===== src/rtl/axi_fifo_pkg.sv =====
// Shared types for the FIFO-to-stream adapters: buffer occupancy encoding and depth.
package axi_fifo_pkg;

   typedef enum logic [1:0] {
      EMPTY = 2'd0,
      ONE   = 2'd1,
      TWO   = 2'd2
   } occ_state_e;

   localparam int RD_BUF_DEPTH = 2;

endpackage


===== src/rtl/axi_fifo_rd_stream.sv =====
// Drains a FIFO read port (one-cycle registered read latency) into a valid/ready stream,
// using a 2-slot buffer and credit-based pops so no beat is ever dropped or duplicated.
module axi_fifo_rd_stream
   import axi_fifo_pkg::*;
#(
   parameter int DATA_WIDTH = 64
) (
   input  logic                  clk_i,
   input  logic                  rst_i,
   input  logic                  flush_i,
   input  logic                  fifo_empty_i,
   input  logic [DATA_WIDTH-1:0] fifo_rd_data_i,
   output logic                  fifo_rd_en_o,
   output logic                  m_valid_o,
   input  logic                  m_ready_i,
   output logic [DATA_WIDTH-1:0] m_data_o,
   output logic [1:0]            occupancy_o
);

   occ_state_e            occ_q, occ_d;
   logic                  inflight_q;
   logic                  head_q, tail_q;
   logic                  fire, push;
   logic [2:0]            credit;
   logic [DATA_WIDTH-1:0] slot_q [RD_BUF_DEPTH];

   assign fire = m_valid_o && m_ready_i;
   assign push = inflight_q;

   // fire implies occ >= 1, so the subtraction cannot wrap
   assign credit       = {1'b0, occ_q} + {2'b0, inflight_q} - {2'b0, fire};
   assign fifo_rd_en_o = !rst_i && !flush_i && !fifo_empty_i && (credit < 3'd2);

   assign m_valid_o   = (occ_q != EMPTY);
   assign m_data_o    = slot_q[head_q];
   assign occupancy_o = occ_q;

   always_comb begin
      occ_d = occ_q;
      case (occ_q)
         EMPTY:   if (push) occ_d = ONE;
         ONE: begin
            if (push && !fire)      occ_d = TWO;
            else if (fire && !push) occ_d = EMPTY;
         end
         TWO:     if (fire && !push) occ_d = ONE;
         default: occ_d = EMPTY;
      endcase
   end

   always_ff @(posedge clk_i) begin
      if (rst_i) begin
         occ_q      <= EMPTY;
         inflight_q <= 1'b0;
         head_q     <= 1'b0;
         tail_q     <= 1'b0;
         for (int i = 0; i < RD_BUF_DEPTH; i++) slot_q[i] <= '0;
      end else if (flush_i) begin
         // slot contents are left in place; only the bookkeeping is cleared
         occ_q      <= EMPTY;
         inflight_q <= 1'b0;
         head_q     <= 1'b0;
         tail_q     <= 1'b0;
      end else begin
         occ_q      <= occ_d;
         inflight_q <= fifo_rd_en_o && !fifo_empty_i;
         if (push) begin
            slot_q[tail_q] <= fifo_rd_data_i;
            tail_q         <= ~tail_q;
         end
         if (fire) head_q <= ~head_q;
      end
   end

   a_no_overflow: assert property (@(posedge clk_i) disable iff (rst_i)
      (push && occ_q == TWO) |-> fire);

   a_stall_stable: assert property (@(posedge clk_i) disable iff (rst_i || flush_i)
      (m_valid_o && !m_ready_i) |=> (m_valid_o && $stable(m_data_o)));

   a_no_pop_in_reset: assert property (@(posedge clk_i)
      rst_i |-> !fifo_rd_en_o);

endmodule


===== config.mk =====
export PLATFORM = sky130hd
export DESIGN_NAME = axi_fifo_rd_stream
export DESIGN_NICKNAME = d
export VERILOG_FILES = /design/src/rtl/axi_fifo_pkg.sv /design/src/rtl/axi_fifo_rd_stream.sv
export SDC_FILE = /design/constraint.sdc
export NUM_CORES = 1
export LEC_CHECK = 0
export ABC_AREA = 1
export BUFFER_PORTS_ARGS = -buffer_cell sky130_fd_sc_hd__buf_4
export CORE_MARGIN = 1.5
export CORE_UTILIZATION = 40
export CTS_CLUSTER_DIAMETER = 100
export DETAILED_ROUTE_END_ITERATION = 8
export PLACE_DENSITY_LB_ADDON = 0.15
export RECOVER_POWER = 50
export SLEW_MARGIN = 30
export SYNTH_ARGS = -nofsm -noshare
export SYNTH_HDL_FRONTEND = slang
export SYNTH_SLANG_ARGS = --single-unit

===== constraint.sdc =====
create_clock -name clk_i -period 3.58 [get_ports clk_i]
set_input_delay 0.358 -clock clk_i [delete_from_list [all_inputs] [get_ports clk_i]]
set_output_delay 0.358 -clock clk_i [all_outputs]
set_load 0.02 [all_outputs]

==> run_results.csv <==
group,metric,value,unit
pwr,power.switching,0.000756,W
clock_tree,root_buffer,"clkbuf_16",
worst_hold_path,min_to,"inflight_q",
layout,fill_cells,1258,
timing,timing.setup.tns,0,ns
pwr,ir_worst_vdd,296,µV
floorplanning,die_area,15300,µm²
clock_tree,cts_buffer_depth,2,
timing,min_period,3.08,ns
route,finalWirelength,11.6,mm
global_route,antenna_found_initial,0,
pwr,pwr-share-comb,8.0,%
timing,slew_violations,196,
clock_tree,cts_resized,0,
route,drt-pass1-iter-count,4,
floorplanning,chipWidth,124,µm
pwr,clockPowerShare,42.3,%
global_route,grt_pass1_vias,3707,
global_route,overflow,0,
clock_tree,numCtsBuffers,17,
worst_setup_path,cp-end-kind,"primary output",
worst_setup_path,worst_ep_required_time,3.22,ns
worst_setup_path,r2r_cells,3,
global_route,grt_pass1_wl,17.6,mm
synth,syn-mean-instance-area,12.9,µm²
floorplanning,top_level_ports,137,
clock_tree,cts_tree,"built",
floorplanning,rows,43,
layout,nets,659,
pwr,power_frac_seq,49.7,%
synth,netlist_top_cells_count,"128 x edfxtp_1, 121 x nor2_1, 72 x inv_1",
worst_setup_path,cp_data_arrival_time,2.72,ns
layout,num_antenna_cells,0,
clock_tree,clk_pin_slew,0.05,ns
timing,report.final.hold_viol_count,0,
placement,io_buffer_count,136,
worst_setup_path,r2r_slack,1.32,ns
status,status,"finished, violations left",
worst_setup_path,r2r_end,"slot_q[1][33]",
timing,skew,0.00481,ns
synth,synthDistinctLibCells,20,
clock_tree,cts-hold-fix-buffers,0,
floorplanning,fp.dieH,124,µm
layout,seq_area,3970,µm²
route,num_vias,3642,
placement,gp_congestion,0.805,
synth,seq_area_frac_synth,68.1,%
worst_hold_path,hold_path_class,"primary input to register",
synth,synth_edf_count,128,
synth,syn_nets,521,
timing,rsz0062_at_grt,"no",
clock_tree,cts.sinks,134,
layout,syn_to_final_growth,27.6,%
route,wire_per_inst,14.9,µm
synth,ys_async_sr_fraction,0,%
placement,place_area,6960,µm²
floorplanning,initial_utilization,41.5,%
worst_setup_path,start_kind,"register",
worst_setup_path,crit_type,"register to primary output",
clock_tree,cts_setup_buffers,0,
global_route,grt_start_max_net_pins,66,
route,viasPerCell,4.66,
layout,layout-drive-gt1-share,39.1,%
worst_hold_path,hold_depth,2,
synth,ys_seq_elements,134,
job,drv_cap,3,
route,drtIter0Drc,166,
synth,synth_area,5820,µm²
timing,tightest_slew,1.74,ns
placement,hpwl,6.85,mm
worst_setup_path,worstPathMaxFanout,5,
synth,synthMostInstantiatedCell,"edfxtp_1",
clock_tree,cts_max_level,4,
synth,synth_top_cell_by_area,"edfxtp_1",
worst_setup_path,worst_r2r_startpoint,"tail_q",
synth,syn_inst,450,
global_route,grt_use_total,16.0,%
synth,yosysWarnings,0,
timing,maxSlewHeadroom,-16.2,%
route,drc,0,
layout,multiInputGateArea,1400,µm²
layout,design_area,7430,µm²
synth,synthTopCellsByArea,"edfxtp_1 66%, mux2_2 12%, nor2_1 7.8%",
timing,setup_viol,0,
worst_hold_path,worstHoldStart,"fifo_empty_i",
pwr,power_density,486,nW/µm²
synth,synthFlopType,"edfxtp_1",
floorplanning,fp.coreArea,14000,µm²
pwr,p_leak,3.30,nW
pwr,power.internal,0.00285,W
synth,synth_top_area_share,66.0,%
route,ant_nets,0,
status,violations,"max-capacitance violations, max-slew violations",
clock_tree,clock_latency,0.41,ns
timing,timing.fmax,0.325,GHz
pwr,sw_frac_of_total,21.0,%
timing,finalCritPeriodShare,85.9,%
layer usage:
metal | up-vias | GRT usage [%] | wire length [µm]
li1 | 1764 | - | -
met1 | 1769 | 17.5 | 4630
met2 | 91 | 27.1 | 5960
met3 | 18 | 5.77 | 814
met4 | 0 | 8.41 | 239
met5 | - | 0 | 0
registers in the layout, summed over array words and instances (netlist names), named ones only:
signal       flops
slot_q         128
occupancy_o      2
head_q           1
inflight_q       1
tail_q           1
cells by family after synthesis:
group | Yosys count | synth area share [%]
adders and majority gates | 2 | 0.559
muxes | 64 | 12.4
buffers and inverters | 94 | 7.93
AOI/OAI and AO/OA | 6 | 0.516
xor gates and xnor gates | 1 | 0.150
and+or+nand+nor | 149 | 10.4
DFF | 134 | 68.1
critical path, cell delays in order, from the launching register on:
cell     delay (ns)
dfxtp_1        0.44
inv_1          0.13
nand2_1        0.13
nand2_1        0.12
ha_1           0.31
inv_1          0.08
nand2_1        0.06
fa_1           0.50
inv_1          0.06
nor4_1         0.27
buf_4          0.19
metrics by stage:
step,util (%),hold WS (ns),worst slack [ns],instances,total power [W]
final,52.9,0.117,0.503,781,0.00361
after global routing,52.9,0.117,0.239,781,0.00372
after CTS,53.2,0.0981,0.515,781,0.00365
after detailed placement,49.5,0.461,0.975,749,0.00212
after global placement,49.5,0.465,1.10,749,0.00211
after floorplan,-,0.437,0.583,450,0.00197
how the worst max path moves through the flow:
stage                    from  depth (start not counted)  slack (ns)           end
6_report       occupancy_o[1]                         10        0.50  fifo_rd_en_o
5_1_grt        occupancy_o[1]                         10        0.24  fifo_rd_en_o
4_1_cts        occupancy_o[1]                         10        0.52  fifo_rd_en_o
3_5_place_dp   occupancy_o[1]                         10        0.98  fifo_rd_en_o
3_3_place_gp   occupancy_o[1]                         10        1.10  fifo_rd_en_o
2_1_floorplan  occupancy_o[1]                          9        0.58  fifo_rd_en_o
area by class of cell:
cell class / count / share of cell area [%]
sequential: 134 / 53.4
multi-input combinational: 222 / 18.9
timing repair buffer: 140 / 14.1
clock buffer: 24 / 6.08
inverter: 73 / 3.69
tap: 180 / 3.03
clock inverter: 8 / 0.826
cells in the final DEF (no fill, tap or decap), types with 5 or more instances in the layout:
cell type  instances
buf_4            133
edfxtp_1         128
nor2_1           123
inv_1             73
mux2_2            64
clkbuf_16         17
clkbuf_1          10
nand2_1            8
nor2_2             8
a21oi_1            5
dfxtp_1            5
power groups by stage:
stage / sequential, W / combinational (W) / clock, W
global route: 0.00180 / 0.000315 / 0.00161
detailed placement: 0.00182 / 0.000296 / 0
CTS: 0.00179 / 0.000297 / 0.00156
floorplan: 0.00182 / 0.000147 / 0
global placement: 0.00182 / 0.000294 / 0
finish: 0.00179 / 0.000290 / 0.00152
Note: power is estimated with default switching activity, not from simulation.
